===== src/rtl/seq_divider_pkg.sv =====
// Shared types and constants for the sequential restoring divider and its CLA subtractor.
package divider_pkg;

  typedef enum logic [1:0] {
    IDLE = 2'd0,
    RUN  = 2'd1,
    ZERO = 2'd2,
    DONE = 2'd3
  } state_e;

  localparam int CLA_GROUP     = 4;
  localparam int DEFAULT_WIDTH = 16;

endpackage


===== src/rtl/seq_divider_cla_sub.sv =====
// Carry-lookahead subtractor a + ~b + 1, built from 4-bit generate/propagate groups
// whose group carries ripple from a carry-in of 1.
module cla_pre_4 (
  input  logic [3:0] a_i,
  input  logic [3:0] b_i,
  output logic [3:0] g_o,
  output logic [3:0] p_o
);
  assign g_o = a_i & b_i;
  assign p_o = a_i ^ b_i;
endmodule

module cla_logic_4 (
  input  logic [3:0] g_i,
  input  logic [3:0] p_i,
  input  logic       c_i,
  output logic [3:0] c_o,
  output logic       co_o
);
  assign c_o[0] = c_i;
  assign c_o[1] = g_i[0] | (p_i[0] & c_i);
  assign c_o[2] = g_i[1] | (p_i[1] & g_i[0]) | (p_i[1] & p_i[0] & c_i);
  assign c_o[3] = g_i[2] | (p_i[2] & g_i[1]) | (p_i[2] & p_i[1] & g_i[0])
                | (p_i[2] & p_i[1] & p_i[0] & c_i);
  assign co_o   = g_i[3] | (p_i[3] & g_i[2]) | (p_i[3] & p_i[2] & g_i[1])
                | (p_i[3] & p_i[2] & p_i[1] & g_i[0])
                | (p_i[3] & p_i[2] & p_i[1] & p_i[0] & c_i);
endmodule

module cla_sub
  import divider_pkg::*;
#(
  parameter int WIDTH = DEFAULT_WIDTH
) (
  input  logic [WIDTH-1:0] a_i,
  input  logic [WIDTH-1:0] b_i,
  output logic [WIDTH-1:0] diff_o,
  output logic             cout_o
);
  localparam int NG = WIDTH / CLA_GROUP;

  logic [WIDTH-1:0] b_n;
  logic [NG:0]      gc;

  assign b_n   = ~b_i;
  assign gc[0] = 1'b1;

  for (genvar k = 0; k < NG; k++) begin : g_grp
    logic [3:0] g, p, c;

    cla_pre_4 u_pre (
      .a_i (a_i[k*CLA_GROUP +: CLA_GROUP]),
      .b_i (b_n[k*CLA_GROUP +: CLA_GROUP]),
      .g_o (g),
      .p_o (p)
    );

    cla_logic_4 u_logic (
      .g_i  (g),
      .p_i  (p),
      .c_i  (gc[k]),
      .c_o  (c),
      .co_o (gc[k+1])
    );

    assign diff_o[k*CLA_GROUP +: CLA_GROUP] = p ^ c;
  end

  assign cout_o = gc[NG];
endmodule


===== src/rtl/seq_divider.sv =====
// Multi-cycle unsigned restoring divider, one quotient bit per clock.
// Optional DIVIDER_ZERO_DETECT_EN short-circuits a zero divisor through the ZERO state.
module seq_divider
  import divider_pkg::*;
#(
  parameter int WIDTH = DEFAULT_WIDTH
) (
  input  logic             i_clk,
  input  logic             i_rst_n,
  input  logic             i_start,
  input  logic [WIDTH-1:0] i_dividend,
  input  logic [WIDTH-1:0] i_divisor,
  output logic             o_busy,
  output logic             o_done,
  output logic [WIDTH-1:0] o_quotient,
  output logic [WIDTH-1:0] o_remainder,
  output logic             o_div_by_zero
);
  localparam int CW = $clog2(WIDTH) + 1;

  state_e           state_q, state_d;
  logic [WIDTH-1:0] dvd_q, dvd_d;
  logic [WIDTH-1:0] dvs_q, dvs_d;
  logic [WIDTH-1:0] rem_q, rem_d;
  logic [WIDTH-1:0] quo_q, quo_d;
  logic [WIDTH-1:0] remo_q, remo_d;
  logic [CW-1:0]    cnt_q, cnt_d;

  logic [WIDTH-1:0] shifted, diff, rem_step, quo_step;
  logic             cout, ge;

  assign shifted  = {rem_q[WIDTH-2:0], dvd_q[WIDTH-1]};
  // A set top bit means the true partial remainder exceeds WIDTH bits, so it is >= divisor.
  assign ge       = cout | rem_q[WIDTH-1];
  assign rem_step = ge ? diff : shifted;
  assign quo_step = {dvd_q[WIDTH-2:0], ge};

  cla_sub #(.WIDTH(WIDTH)) u_sub (
    .a_i    (shifted),
    .b_i    (dvs_q),
    .diff_o (diff),
    .cout_o (cout)
  );

`ifdef DIVIDER_ZERO_DETECT_EN
  logic dbz_q, dbz_d;
`endif

  always_comb begin
    state_d = state_q;
    dvd_d   = dvd_q;
    dvs_d   = dvs_q;
    rem_d   = rem_q;
    quo_d   = quo_q;
    remo_d  = remo_q;
    cnt_d   = cnt_q;
`ifdef DIVIDER_ZERO_DETECT_EN
    dbz_d   = dbz_q;
`endif
    case (state_q)
      IDLE, DONE: begin
        if (i_start) begin
          dvd_d = i_dividend;
          dvs_d = i_divisor;
          rem_d = '0;
          cnt_d = '0;
`ifdef DIVIDER_ZERO_DETECT_EN
          dbz_d   = 1'b0;
          state_d = (i_divisor == '0) ? ZERO : RUN;
`else
          state_d = RUN;
`endif
        end else begin
          state_d = IDLE;
        end
      end
      RUN: begin
        rem_d = rem_step;
        dvd_d = quo_step;
        cnt_d = cnt_q + CW'(1);
        if (cnt_q == CW'(WIDTH - 1)) begin
          state_d = DONE;
          quo_d   = quo_step;
          remo_d  = rem_step;
        end
      end
`ifdef DIVIDER_ZERO_DETECT_EN
      ZERO: begin
        quo_d   = '1;
        remo_d  = dvd_q;
        dbz_d   = 1'b1;
        state_d = DONE;
      end
`endif
      default: state_d = IDLE;
    endcase
  end

  always_ff @(posedge i_clk or negedge i_rst_n) begin
    if (!i_rst_n) begin
      state_q <= IDLE;
      dvd_q   <= '0;
      dvs_q   <= '0;
      rem_q   <= '0;
      quo_q   <= '0;
      remo_q  <= '0;
      cnt_q   <= '0;
    end else begin
      state_q <= state_d;
      dvd_q   <= dvd_d;
      dvs_q   <= dvs_d;
      rem_q   <= rem_d;
      quo_q   <= quo_d;
      remo_q  <= remo_d;
      cnt_q   <= cnt_d;
    end
  end

`ifdef DIVIDER_ZERO_DETECT_EN
  always_ff @(posedge i_clk or negedge i_rst_n) begin
    if (!i_rst_n) dbz_q <= 1'b0;
    else          dbz_q <= dbz_d;
  end
  assign o_div_by_zero = dbz_q;
  assign o_busy        = (state_q == RUN) || (state_q == ZERO);
`else
  assign o_div_by_zero = 1'b0;
  assign o_busy        = (state_q == RUN);
`endif

  assign o_done      = (state_q == DONE);
  assign o_quotient  = quo_q;
  assign o_remainder = remo_q;
endmodule

===== config.mk =====
export PLATFORM = sky130hd
export DESIGN_NAME = seq_divider
export DESIGN_NICKNAME = d
export VERILOG_FILES = /design/src/rtl/seq_divider_pkg.sv /design/src/rtl/seq_divider_cla_sub.sv /design/src/rtl/seq_divider.sv
export SDC_FILE = /design/constraint.sdc
export NUM_CORES = 1
export LEC_CHECK = 0
export ABC_AREA = 1
export CAP_MARGIN = 10
export CORE_UTILIZATION = 32
export CTS_CLUSTER_DIAMETER = 30
export CTS_CLUSTER_SIZE = 40
export DETAILED_ROUTE_END_ITERATION = 6
export SYNTH_ARGS = -nofsm -noshare
export SYNTH_HDL_FRONTEND = slang
export SYNTH_SLANG_ARGS = --single-unit
export TNS_END_PERCENT = 5

===== constraint.sdc =====
create_clock -name i_clk -period 5.7 [get_ports i_clk]
set_clock_uncertainty 0.15 [all_clocks]
set_input_delay 1.14 -clock i_clk [delete_from_list [all_inputs] [get_ports i_clk]]
set_output_delay 1.14 -clock i_clk [all_outputs]
set_load 0.005 [all_outputs]

* Yosys cells after proc, flatten, opt, wreduce, memory -nomap -nowiden
Index checks and enable logic that the tools add are counted.
Word-level totals: output and inout port bits 35, logic and storage cells 143, flip-flop bits (word level) 87, input port bits 35
Operators by class: add/subtract/negate cells 1, bitwise gates (word level) 114, equality and inequality tests 5, multiplexer cells 10, reductions and logical operators 6
Operator list (number):
- 16-bit one-hot mux with 2 select lines | 2
- 1-bit bitwise AND | 60
- 16-bit 2-to-1 mux | 3
- 1-bit OR | 41
- 4-bit XOR | 8
- 4-bit bitwise AND | 4
- 16-bit NOT | 1
- 5-bit one-hot mux with 2 select lines | 1
- 2-bit AND reduction | 3
- 5-bit by 1-bit adder with 5-bit output, second input constant | 1
- 5-bit by 4-bit equality test with 1-bit output, second input constant | 1
- 5-bit 2-to-1 mux | 1
- 2-bit one-hot mux with 2 select lines | 1
- 2-bit by 1-bit equality test with 1-bit output, second input constant | 1
- 2-bit equality test, second input constant | 1
- 2-bit logical NOT | 1
- 2-bit 2-to-1 mux | 1
- 2-bit by 1-bit inequality test with 1-bit output, second input constant | 1
- 2-bit inequality test, second input constant | 1
- 2-bit nonzero test | 1
- 2-bit OR reduction | 1
- 1-bit 2-to-1 mux | 1

* Depth between registers and ports, before layout
Gate-level depths: netlist of the first run.
word-level depth 16, depth in mapped cells 17

* By module
A second synthesis of the first run with hierarchy kept.
Second synthesis, totals: cell total of the unflattened synthesis 627, area total of the unflattened synthesis 4633.2 µm²
Modules (own cells, without submodules):
- seq_divider | instances 1, cells an instance 430, sequential area each 2177.1 µm², area an instance 3723.6 µm²
- cla_sub | instances 1, cells an instance 97, sequential area each 0.0 µm², area an instance 364.1 µm²
- cla_logic_4 | instances 4, cells an instance 21, sequential area each 0.0 µm², area an instance 86.3 µm²
- cla_pre_4 | instances 4, cells an instance 4, sequential area each 0.0 µm², area an instance 50.0 µm²

* Worst setup path before layout of the first run
Ideal clock, no wire load.
path type reg2reg, start reg rem_q[1], end reg remo_q[13] (netlist: o_remainder[13]), data required time 5.433 ns, arrival 1.997 ns, path buffers 0, period minus slack after synthesis 2.263 ns, library setup time 0.117 ns, setup slack 3.437 ns, stages on the path, launching flop included 17, cell sequence dfrtp_1 ha_1 nand2_1 nor2_1 nor2_1 nand2_2 nand2_2 nand2_2 nand2_2 nand2_4 inv_1 fa_1 xnor2_1 nand2_2 o21ai_2 nand2_1 nand2_1
On the way: longest elaborated chain between the ends 14, elaborated cells on any way between the ends 23, classes of those cells mux: 1; bitwise: 22
RTL lines:
- start, declared | line seq_divider.sv:24 | logic [WIDTH-1:0] rem_q, rem_d;
- start signal, assigned | line seq_divider.sv:112 | rem_q <= rem_d;
- 4-bit bitwise AND / 4-bit XOR (equally long branches) | line seq_divider_cla_sub.sv:9, seq_divider_cla_sub.sv:10
- 1-bit bitwise AND (on tied branches) | line seq_divider_cla_sub.sv:25, seq_divider_cla_sub.sv:26, seq_divider_cla_sub.sv:27
- 1-bit OR (tied with other cells) | line seq_divider_cla_sub.sv:25 | assign co_o = g_i[3] | (p_i[3] & g_i[2]) | (p_i[3] & p_i[2] & g_i[1])
- 1-bit OR / 1-bit bitwise AND (equally long branches) | line seq_divider_cla_sub.sv:25, seq_divider_cla_sub.sv:26
- 1-bit OR | line seq_divider_cla_sub.sv:26 | | (p_i[3] & p_i[2] & p_i[1] & g_i[0])
- 1-bit OR * | line seq_divider_cla_sub.sv:27 | | (p_i[3] & p_i[2] & p_i[1] & p_i[0] & c_i);
- 1-bit bitwise AND * | line seq_divider_cla_sub.sv:27
- 1-bit OR * | line seq_divider_cla_sub.sv:27
- 1-bit bitwise AND * | line seq_divider_cla_sub.sv:27
- 1-bit OR * | line seq_divider_cla_sub.sv:27
- 1-bit bitwise AND (on tied branches) | line seq_divider_cla_sub.sv:21, seq_divider_cla_sub.sv:27
- 1-bit OR (on tied branches) | line seq_divider_cla_sub.sv:21, seq_divider_cla_sub.sv:27
- 4-bit XOR / 1-bit OR (equally long branches) | line seq_divider_cla_sub.sv:66, seq_divider.sv:34
- 16-bit 2-to-1 mux * | line seq_divider.sv:35 | assign rem_step = ge ? diff : shifted;
- end signal, assigned | line seq_divider.sv:114 | remo_q <= remo_d;
- end, declared | line seq_divider.sv:26 | logic [WIDTH-1:0] remo_q, remo_d;
Mark *: on every way between the ends. The rest lies on a longest branch, timed or not. A chain may end at the register's enable or synchronous reset.

* Worst setup path after layout of the first run
start reg state_q[1], end out o_busy
On the way: longest elaborated chain between the ends 1
RTL lines:
- start, declared | line seq_divider.sv:21 | state_e state_q, state_d;
- start signal, assigned | line seq_divider.sv:109 | state_q <= state_d;
- 2-bit by 1-bit equality test with 1-bit output | line seq_divider.sv:128 | assign o_busy = (state_q == RUN);
- end, declared | line seq_divider.sv:13 | output logic o_busy,
No other way between the ends.

==> metrics.txt, run 1 <==
# TYPE chip_impl_metric gauge
chip_impl_metric{name="max-clock-path-buffers",unit=""} 2
chip_impl_metric{name="floorplan.initialDensity",unit="%"} 32.71
chip_impl_info{name="tritoncts_clock_tree",value="done"} 1
chip_impl_metric{name="ioPinCount",unit=""} 70
chip_impl_info{name="yosysTopAreaCell",value="sky130_fd_sc_hd__dfrtp_1"} 1
chip_impl_info{name="synthFlopType",value="sky130_fd_sc_hd__dfrtp_1"} 1
chip_impl_metric{name="timing.final.hold_violations",unit=""} 0
chip_impl_info{name="final_common_cell",value="sky130_fd_sc_hd__nand2_1"} 1
chip_impl_metric{name="syn_inst",unit=""} 539
chip_impl_metric{name="final-setup-viol-count",unit=""} 0
chip_impl_info{name="layout_common_cells",value="127 x sky130_fd_sc_hd__nand2_1, 87 x sky130_fd_sc_hd__dfrtp_1, 77 x sky130_fd_sc_hd__inv_1, 67 x sky130_fd_sc_hd__clkdlybuf4s50_1, 42 x sky130_fd_sc_hd__nor2_1"} 1
chip_impl_metric{name="postCtsHoldBufs",unit=""} 0
chip_impl_metric{name="place_ws",unit="ns"} 2.564
chip_impl_metric{name="grt_util_all_layers",unit="%"} 15.47
chip_impl_metric{name="worst_pin_slew",unit="ns"} 0.8075
chip_impl_metric{name="routed_via_density",unit=""} 4.684
chip_impl_metric{name="post-route-min-period",unit="ns"} 2.812
chip_impl_metric{name="timing.reg2reg.worst_path_depth",unit=""} 13
chip_impl_metric{name="clock_h_tree_levels",unit=""} 3
chip_impl_metric{name="summed_instance_area_of_the_synthesized_netlist",unit="sq mm"} 0.004523
chip_impl_metric{name="routed-via-count",unit=""} 3677
chip_impl_info{name="worst_hold_path_type",value="flop to flop"} 1
chip_impl_metric{name="area_of_the_die",unit="sq mm"} 0.01461
chip_impl_metric{name="io_buf_count",unit=""} 68
chip_impl_metric{name="postLayoutSetupSlackWorst",unit="ns"} 2.888
chip_impl_metric{name="drt_first_pass_iters",unit=""} 4
chip_impl_metric{name="worst_slew_margin_rel",unit="%"} 46.17
chip_impl_metric{name="chipHeight",unit="um"} 120.9
chip_impl_metric{name="coreArea",unit="sq mm"} 0.01383
chip_impl_metric{name="residual_drc",unit=""} 0
chip_impl_metric{name="async_flop_share",unit="%"} 100.0
chip_impl_metric{name="first_global_vias",unit=""} 3634
chip_impl_metric{name="flow.area_growth_from_synthesis",unit="%"} 25.03
chip_impl_metric{name="avgRoutedWirePerCell",unit="um"} 13.14
chip_impl_info{name="worst_r2r_startpoint",value="rem_q[1]"} 1
chip_impl_metric{name="power_density",unit="mW/mm^2"} 535.5
chip_impl_metric{name="die_width",unit="um"} 120.9
chip_impl_metric{name="layout.filler_cells",unit=""} 1393
chip_impl_metric{name="detail_route.iter0.violations",unit=""} 166
chip_impl_metric{name="gp_congestion",unit=""} 0.7819
chip_impl_metric{name="floorplan.rows",unit=""} 43
chip_impl_metric{name="met3_usage",unit="%"} 4.981
chip_impl_info{name="clk_root_buffer_cell",value="sky130_fd_sc_hd__clkbuf_16"} 1
chip_impl_metric{name="clock-sinks",unit=""} 87
chip_impl_metric{name="combPwrFrac",unit="%"} 49.2
chip_impl_info{name="critical_path.startpoint_type",value="flop"} 1
chip_impl_metric{name="layout.nets",unit=""} 661
chip_impl_metric{name="synth.yosys.seq_area_share",unit="%"} 48.13
chip_impl_metric{name="worst_path_arrival_time",unit="ns"} 1.52
chip_impl_info{name="reg2reg_to",value="o_remainder[12]"} 1
chip_impl_metric{name="globalRoute.totalOverflow",unit=""} 0
chip_impl_metric{name="ys_ff_latch",unit=""} 87
chip_impl_metric{name="critical_path.max_fanout",unit=""} 3
chip_impl_metric{name="first_pass_grt_wire_length",unit="um"} 17530
chip_impl_info{name="synth_area_leaders",value="sky130_fd_sc_hd__dfrtp_1 48%, sky130_fd_sc_hd__nand2_1 11%, sky130_fd_sc_hd__inv_1 6.4%"} 1
chip_impl_metric{name="area_of_combinational_cells_with_multiple_inputs",unit="sq mm"} 0.001934
chip_impl_metric{name="timing.critical_path.required",unit="ns"} 4.41
chip_impl_info{name="crit_path_start",value="state_q[1]"} 1
chip_impl_info{name="status",value="finished, final reports clean"} 1
chip_impl_metric{name="post-cts-setup-buffers",unit=""} 0
chip_impl_metric{name="netSwitchingFraction",unit="%"} 41.97
chip_impl_metric{name="final_layout_size_suffix_gt1_share",unit="%"} 6.446
chip_impl_info{name="globalRoute.busiestLayer",value="met2"} 1
chip_impl_metric{name="ys.warnings.count",unit=""} 0
chip_impl_metric{name="fin_tns_setup",unit="ns"} 0
chip_impl_metric{name="grt_use_met1",unit="%"} 20.68
chip_impl_metric{name="setup.reg_to_reg.worst_slack",unit="ns"} 3.06
chip_impl_info{name="worst_setup_path_endpoint",value="o_busy"} 1
chip_impl_info{name="crit_path_end_kind",value="output pin"} 1
chip_impl_metric{name="share_clk_of_total_power",unit="%"} 19.9
chip_impl_metric{name="dpl.hpwl",unit="um"} 7241
chip_impl_metric{name="drt.antenna.violating_nets",unit=""} 0
chip_impl_metric{name="max_freq",unit="MHz"} 355.6
chip_impl_metric{name="syn-num-nets",unit=""} 599
chip_impl_metric{name="drv_slew",unit=""} 0
chip_impl_metric{name="power_switching",unit="uW"} 1271
chip_impl_metric{name="max_cap_violation_count",unit=""} 0
chip_impl_metric{name="number_of_antenna_violations_at_the_first_check_in_global_routing",unit=""} 0
chip_impl_metric{name="share_seq_of_total_power",unit="%"} 30.8
chip_impl_metric{name="cells_resized_by_post_cts_repair",unit=""} 0
chip_impl_metric{name="min_period_over_period",unit="%"} 49.33
chip_impl_metric{name="synth_largest_type_area_fraction",unit="%"} 48.13
chip_impl_info{name="rsz_0062_raised_after_global_routing",value="no"} 1
chip_impl_metric{name="leakagePower",unit="uW"} 0.002749
chip_impl_metric{name="path_clk_slew",unit="ns"} 0.06
chip_impl_metric{name="clock_latency_late_sink",unit="ns"} 0.34
chip_impl_metric{name="antenna_cells_inserted",unit=""} 0
chip_impl_metric{name="vdd_drop_max",unit="V"} 0.0001906
chip_impl_metric{name="total_cts_buffers",unit=""} 9
chip_impl_metric{name="groute.layer.met2.usage",unit="%"} 23.39
chip_impl_metric{name="internal",unit="uW"} 1757
chip_impl_metric{name="grt_max_degree",unit=""} 65
chip_impl_info{name="worstSetupPathType",value="flop to output pin"} 1
chip_impl_metric{name="layout.area.seq",unit="sq mm"} 0.002177
chip_impl_metric{name="netlist-cell-type-count",unit=""} 29
chip_impl_metric{name="totalWireLength",unit="um"} 10320
chip_impl_metric{name="number_of_enable_flip_flop_cells_after_synthesis",unit=""} 0
chip_impl_metric{name="synth_area_per_cell",unit="sq um"} 8.392
## cells in the mapped netlist, drive strengths merged, types with 2 or more instances
cell    number
buf          9
o21bai      15
o211ai      16
nor2        42
inv         77
o22ai        3
clkbuf      14
xor2         4
nor3         3
clkinv       2
o21ai       47
nand2      138
nand4        5
xnor2        4
nand3       14
a21oi       31
ha          22
nand3b       2
fa           3
dfrtp       87
## worst max-delay path: stages, from the launching register on
cell,delay [ns]
sky130_fd_sc_hd__dfrtp_1,0.40
sky130_fd_sc_hd__inv_1,0.08
sky130_fd_sc_hd__ha_1,0.18
sky130_fd_sc_hd__clkdlybuf4s50_1,0.52
## sequential cells by signal, indices dropped and copies added (netlist names)
name,count
cnt_q,5
state_q,2
o_quotient,16
dvs_q,16
dvd_q,16
rem_q,16
o_remainder,16
## how the worst min path moves through the flow
stage | slack [ns] | end | cells after the start | start
after floorplan | 0.30 | rem_q[15] | 2 | rem_q[15]
after global placement | 0.32 | o_remainder[11] | 2 | o_remainder[11]
after detailed placement | 0.32 | o_remainder[11] | 2 | o_remainder[11]
after CTS | 0.34 | o_remainder[13] | 2 | o_remainder[13]
after global routing | 0.36 | o_quotient[1] | 2 | o_quotient[1]
final | 0.33 | o_remainder[13] | 2 | o_remainder[13]
## area by class of cell
class	count	area share, %
clock buffer	13	4.602
tap	180	3.982
inverter	79	5.243
sequential	87	38.50
multi-input combinational	350	34.20
timing repair buffer	74	12.79
clock inverter	2	0.6858
## cell families after synthesis
| family | synth area share, % |
|---|---|
| xor+xnor | 1.549 |
| buf+inv | 9.184 |
| fa+ha+maj | 7.414 |
| flops | 48.13 |
| other cells | 0.08291 |
| simple gates | 18.95 |
| compound gates | 14.69 |
## power groups by stage
stage | Clock (uW) | Combinational [uW] | Sequential, uW
after floorplan | 0 | 1150 | 918
after global placement | 0 | 1440 | 939
after detailed placement | 0 | 1500 | 945
after CTS | 618 | 1500 | 936
after global routing | 645 | 1710 | 957
final | 604 | 1490 | 934
## routing by layer
layer,vias up,part of all wire (%)
met5,-,0
met3,20,6.0
li1,1835,-
met1,1725,49
met2,97,43
met4,0,1.9
## metrics by stage
stage	instances	hold WS (ns)	power (uW)	cell area, sq um	util [%]
5_1_grt	785	0.3598	3317	5655	40.90
3_3_place_gp	770	0.3166	2378	5356	38.74
2_1_floorplan	539	0.2989	2071	4523	-
3_5_place_dp	770	0.3218	2443	5356	38.74
4_1_cts	785	0.3396	3057	5655	40.90
6_report	785	0.3287	3029	5655	40.90
(Power assumes the default switching activity.)
==> run 2: changes to the inputs <==
Clock period 5.7 ns to 2.7 ns, I/O delays scaled along.
==> metrics.txt, run 2 (same netlist as run 1, synthesis figures left out) <==
# TYPE chip_impl_metric gauge
chip_impl_info{name="worstSetupPathType",value="flop to flop"} 1
chip_impl_metric{name="area_of_the_die",unit="sq mm"} 0.01461
chip_impl_metric{name="clock_latency_late_sink",unit="ns"} 0.35
chip_impl_metric{name="timing.critical_path.required",unit="ns"} 2.78
chip_impl_info{name="worst_path_dominant_cell_family",value="simple AND/OR/NAND/NOR gates"} 1
chip_impl_metric{name="clock-sinks",unit=""} 87
chip_impl_metric{name="gp_congestion",unit=""} 0.8619
chip_impl_metric{name="routed-via-count",unit=""} 3641
chip_impl_metric{name="drt_first_pass_iters",unit=""} 4
chip_impl_metric{name="crit_path_max_incr_delay",unit="ns"} 0.40
chip_impl_info{name="reg2reg_to",value="o_remainder[15]"} 1
chip_impl_metric{name="floorplan.rows",unit=""} 43
chip_impl_metric{name="coreArea",unit="sq mm"} 0.01383
chip_impl_metric{name="worst_pin_slew",unit="ns"} 0.8312
chip_impl_metric{name="fin_util",unit="%"} 41.39
chip_impl_metric{name="clock_h_tree_levels",unit=""} 3
chip_impl_metric{name="number_of_antenna_violations_at_the_first_check_in_global_routing",unit=""} 0
chip_impl_metric{name="final-setup-viol-count",unit=""} 0
chip_impl_metric{name="drv_slew",unit=""} 0
chip_impl_metric{name="max_cap_violation_count",unit=""} 0
chip_impl_metric{name="worst_slew_margin_rel",unit="%"} 44.58
chip_impl_info{name="clk_root_buffer_cell",value="sky130_fd_sc_hd__clkbuf_16"} 1
chip_impl_info{name="crit_path_end_kind",value="flop"} 1
chip_impl_metric{name="residual_drc",unit=""} 0
chip_impl_info{name="rsz_0062_raised_after_global_routing",value="yes"} 1
chip_impl_metric{name="timing.reg2reg.worst_path_depth",unit=""} 15
chip_impl_metric{name="wl_met3",unit="um"} 761
chip_impl_metric{name="avgRoutedWirePerCell",unit="um"} 13.13
chip_impl_metric{name="cp_num_buf_inv",unit=""} 0
chip_impl_metric{name="antenna_cells_inserted",unit=""} 0
chip_impl_info{name="highest_routing_layer_actually_used",value="met4"} 1
chip_impl_info{name="worst_path_max_delay_cell",value="sky130_fd_sc_hd__dfrtp_1"} 1
chip_impl_metric{name="die_width",unit="um"} 120.9
chip_impl_metric{name="critical_path.max_fanout",unit=""} 30
chip_impl_metric{name="globalRoute.totalOverflow",unit=""} 0
chip_impl_metric{name="vdd_drop_max",unit="V"} 0.0003765
chip_impl_metric{name="first_global_vias",unit=""} 3786
chip_impl_metric{name="chipHeight",unit="um"} 120.9
chip_impl_metric{name="io_buf_count",unit=""} 68
chip_impl_metric{name="grt_util_all_layers",unit="%"} 15.74
chip_impl_metric{name="floorplan.initialDensity",unit="%"} 32.71
chip_impl_metric{name="path_clk_slew",unit="ns"} 0.06
chip_impl_metric{name="leakagePower",unit="uW"} 0.002784
chip_impl_metric{name="detail_route.iter0.violations",unit=""} 188
chip_impl_metric{name="drt.antenna.violating_nets",unit=""} 0
chip_impl_metric{name="totalWireLength",unit="um"} 10350
chip_impl_info{name="crit_path_cell_trace",value="ha_1 > nand2_1 > nor2_1 > nor2_1 > nand2_2 > nand2_2 > nand2_2 > nand2_2 > nand2_4 > nand2_4 > nand3_4 > nand3_1 > nand2_1 > nand2_1 > nand2_1"} 1
chip_impl_metric{name="total_cts_buffers",unit=""} 9
chip_impl_metric{name="power_density",unit="mW/mm^2"} 1130
chip_impl_info{name="hold-path-endpoint",value="o_remainder[9]"} 1
chip_impl_metric{name="setup.reg_to_reg.worst_slack",unit="ns"} 0.19
chip_impl_metric{name="flow.area_growth_from_synthesis",unit="%"} 26.53
chip_impl_metric{name="timing.final.hold_violations",unit=""} 0
chip_impl_info{name="critical_path.startpoint_type",value="flop"} 1
chip_impl_metric{name="worst_hold_path.num_cells",unit=""} 2
chip_impl_metric{name="worst_path_arrival_time",unit="ns"} 2.59
chip_impl_metric{name="ioPinCount",unit=""} 70
chip_impl_metric{name="layout.nets",unit=""} 663
chip_impl_metric{name="dpl.hpwl",unit="um"} 7179
chip_impl_info{name="worst_r2r_startpoint",value="rem_q[1]"} 1
chip_impl_metric{name="min_period_over_period",unit="%"} 92.83
chip_impl_metric{name="grt_max_degree",unit=""} 58
chip_impl_metric{name="first_pass_grt_wire_length",unit="um"} 17900
chip_impl_info{name="status",value="finished, final reports clean"} 1
chip_impl_metric{name="routed_via_density",unit=""} 4.621
chip_impl_metric{name="met1_layer_wirelength_in_the_final_routing",unit="um"} 4942
chip_impl_info{name="layout_common_cells",value="127 x sky130_fd_sc_hd__nand2_1, 87 x sky130_fd_sc_hd__dfrtp_1, 77 x sky130_fd_sc_hd__inv_1, 67 x sky130_fd_sc_hd__clkdlybuf4s50_1, 42 x sky130_fd_sc_hd__nor2_1"} 1
chip_impl_metric{name="max-clock-path-buffers",unit=""} 2
chip_impl_metric{name="met2WireLength",unit="um"} 4520
chip_impl_info{name="final_common_cell",value="sky130_fd_sc_hd__nand2_1"} 1
chip_impl_metric{name="post-route-min-period",unit="ns"} 2.506
chip_impl_metric{name="max_freq",unit="MHz"} 399.0
chip_impl_info{name="tritoncts_clock_tree",value="done"} 1
chip_impl_info{name="hold_start",value="o_remainder[9]"} 1
chip_impl_metric{name="final_layout_size_suffix_gt1_share",unit="%"} 7.401
chip_impl_metric{name="post-layout-total-power",unit="uW"} 6465
chip_impl_info{name="worst_hold_path_type",value="flop to flop"} 1
## run 2: cell types whose count changed in the layout (fill, tap and decap cells not counted)
cell	change
sky130_fd_sc_hd__buf_4	-1
sky130_fd_sc_hd__clkinv_2	+2
sky130_fd_sc_hd__clkbuf_1	-1
sky130_fd_sc_hd__buf_12	+2
sky130_fd_sc_hd__inv_6	-1
sky130_fd_sc_hd__fa_2	+1
sky130_fd_sc_hd__o21ai_1	-1
sky130_fd_sc_hd__fa_1	-1
sky130_fd_sc_hd__o21ai_2	+1
sky130_fd_sc_hd__dlygate4sd3_1	+1
sky130_fd_sc_hd__xnor2_1	-1
sky130_fd_sc_hd__xnor2_2	+1
sky130_fd_sc_hd__clkbuf_8	+1
## run 2: final cells by class
class,count,area [sq um]
fill,1394,8104
clock buffer,13,270.3
inverter,79,296.5
clock inverter,3,40.04
sequential,87,2177
multi-input combinational,350,1948
timing repair buffer,76,765.7
tap,180,225.2
## run 2: worst max path at each step
stage | startpoint | end | slack [ns] | cells past startpoint
2_1_floorplan | rem_q[1] | o_remainder[13] | 0.44 | 16
3_3_place_gp | rem_q[1] | o_remainder[13] | 0.25 | 16
3_5_place_dp | rem_q[1] | o_remainder[13] | 0.18 | 16
4_1_cts | rem_q[1] | o_remainder[13] | 0.18 | 16
5_1_grt | dvs_q[2] | o_remainder[15] | -0.02 | 16
6_report | rem_q[1] | o_remainder[15] | 0.19 | 15
## run 2: power by group
part           total, uW  switching, uW  internal [uW]
logic               3210           1960           1250
registers           1970            215           1750
clock network       1290            502            790
total               6460           2670           3790
## run 2: layer usage
| layer | track usage [%] | up-vias |
|---|---|---|
| met5 | 0 | - |
| met4 | 4.784 | 0 |
| met1 | 19.95 | 1707 |
| li1 | - | 1840 |
| met3 | 6.626 | 9 |
| met2 | 24.29 | 85 |
## run 2: through the flow
step           hold WS (ns)  worst slack, ns  setup TNS (ns)  instance area [sq um]  instances
3_5_place_dp         0.3148           0.1837               0                   5389        771
2_1_floorplan       0.09441           0.4368               0                   4523        539
6_report             0.3305           0.1937               0                   5723        788
4_1_cts              0.3325           0.1832               0                   5709        788
3_3_place_gp         0.3178           0.2477               0                   5389        771
5_1_grt              0.3614         -0.01757        -0.04097                   5723        788
## run 2: tightest hold or removal path, delay by kind of cell (launching register included)
kind	cells	cell delay, ns
AND/OR/NAND/NOR	2	0.11
flip-flops	1	0.34
## run 2: repair_timing
| action | 4_1_cts | 5_1_grt |
|---|---|---|
| resized for setup | 0 | 3 |
| setup endpoints to repair | 0 | 6 |
| buffers inserted | 0 | 0 |
| endpoints found under the hold margin | 18 | 0 |
| hold buffers | 1 | 0 |
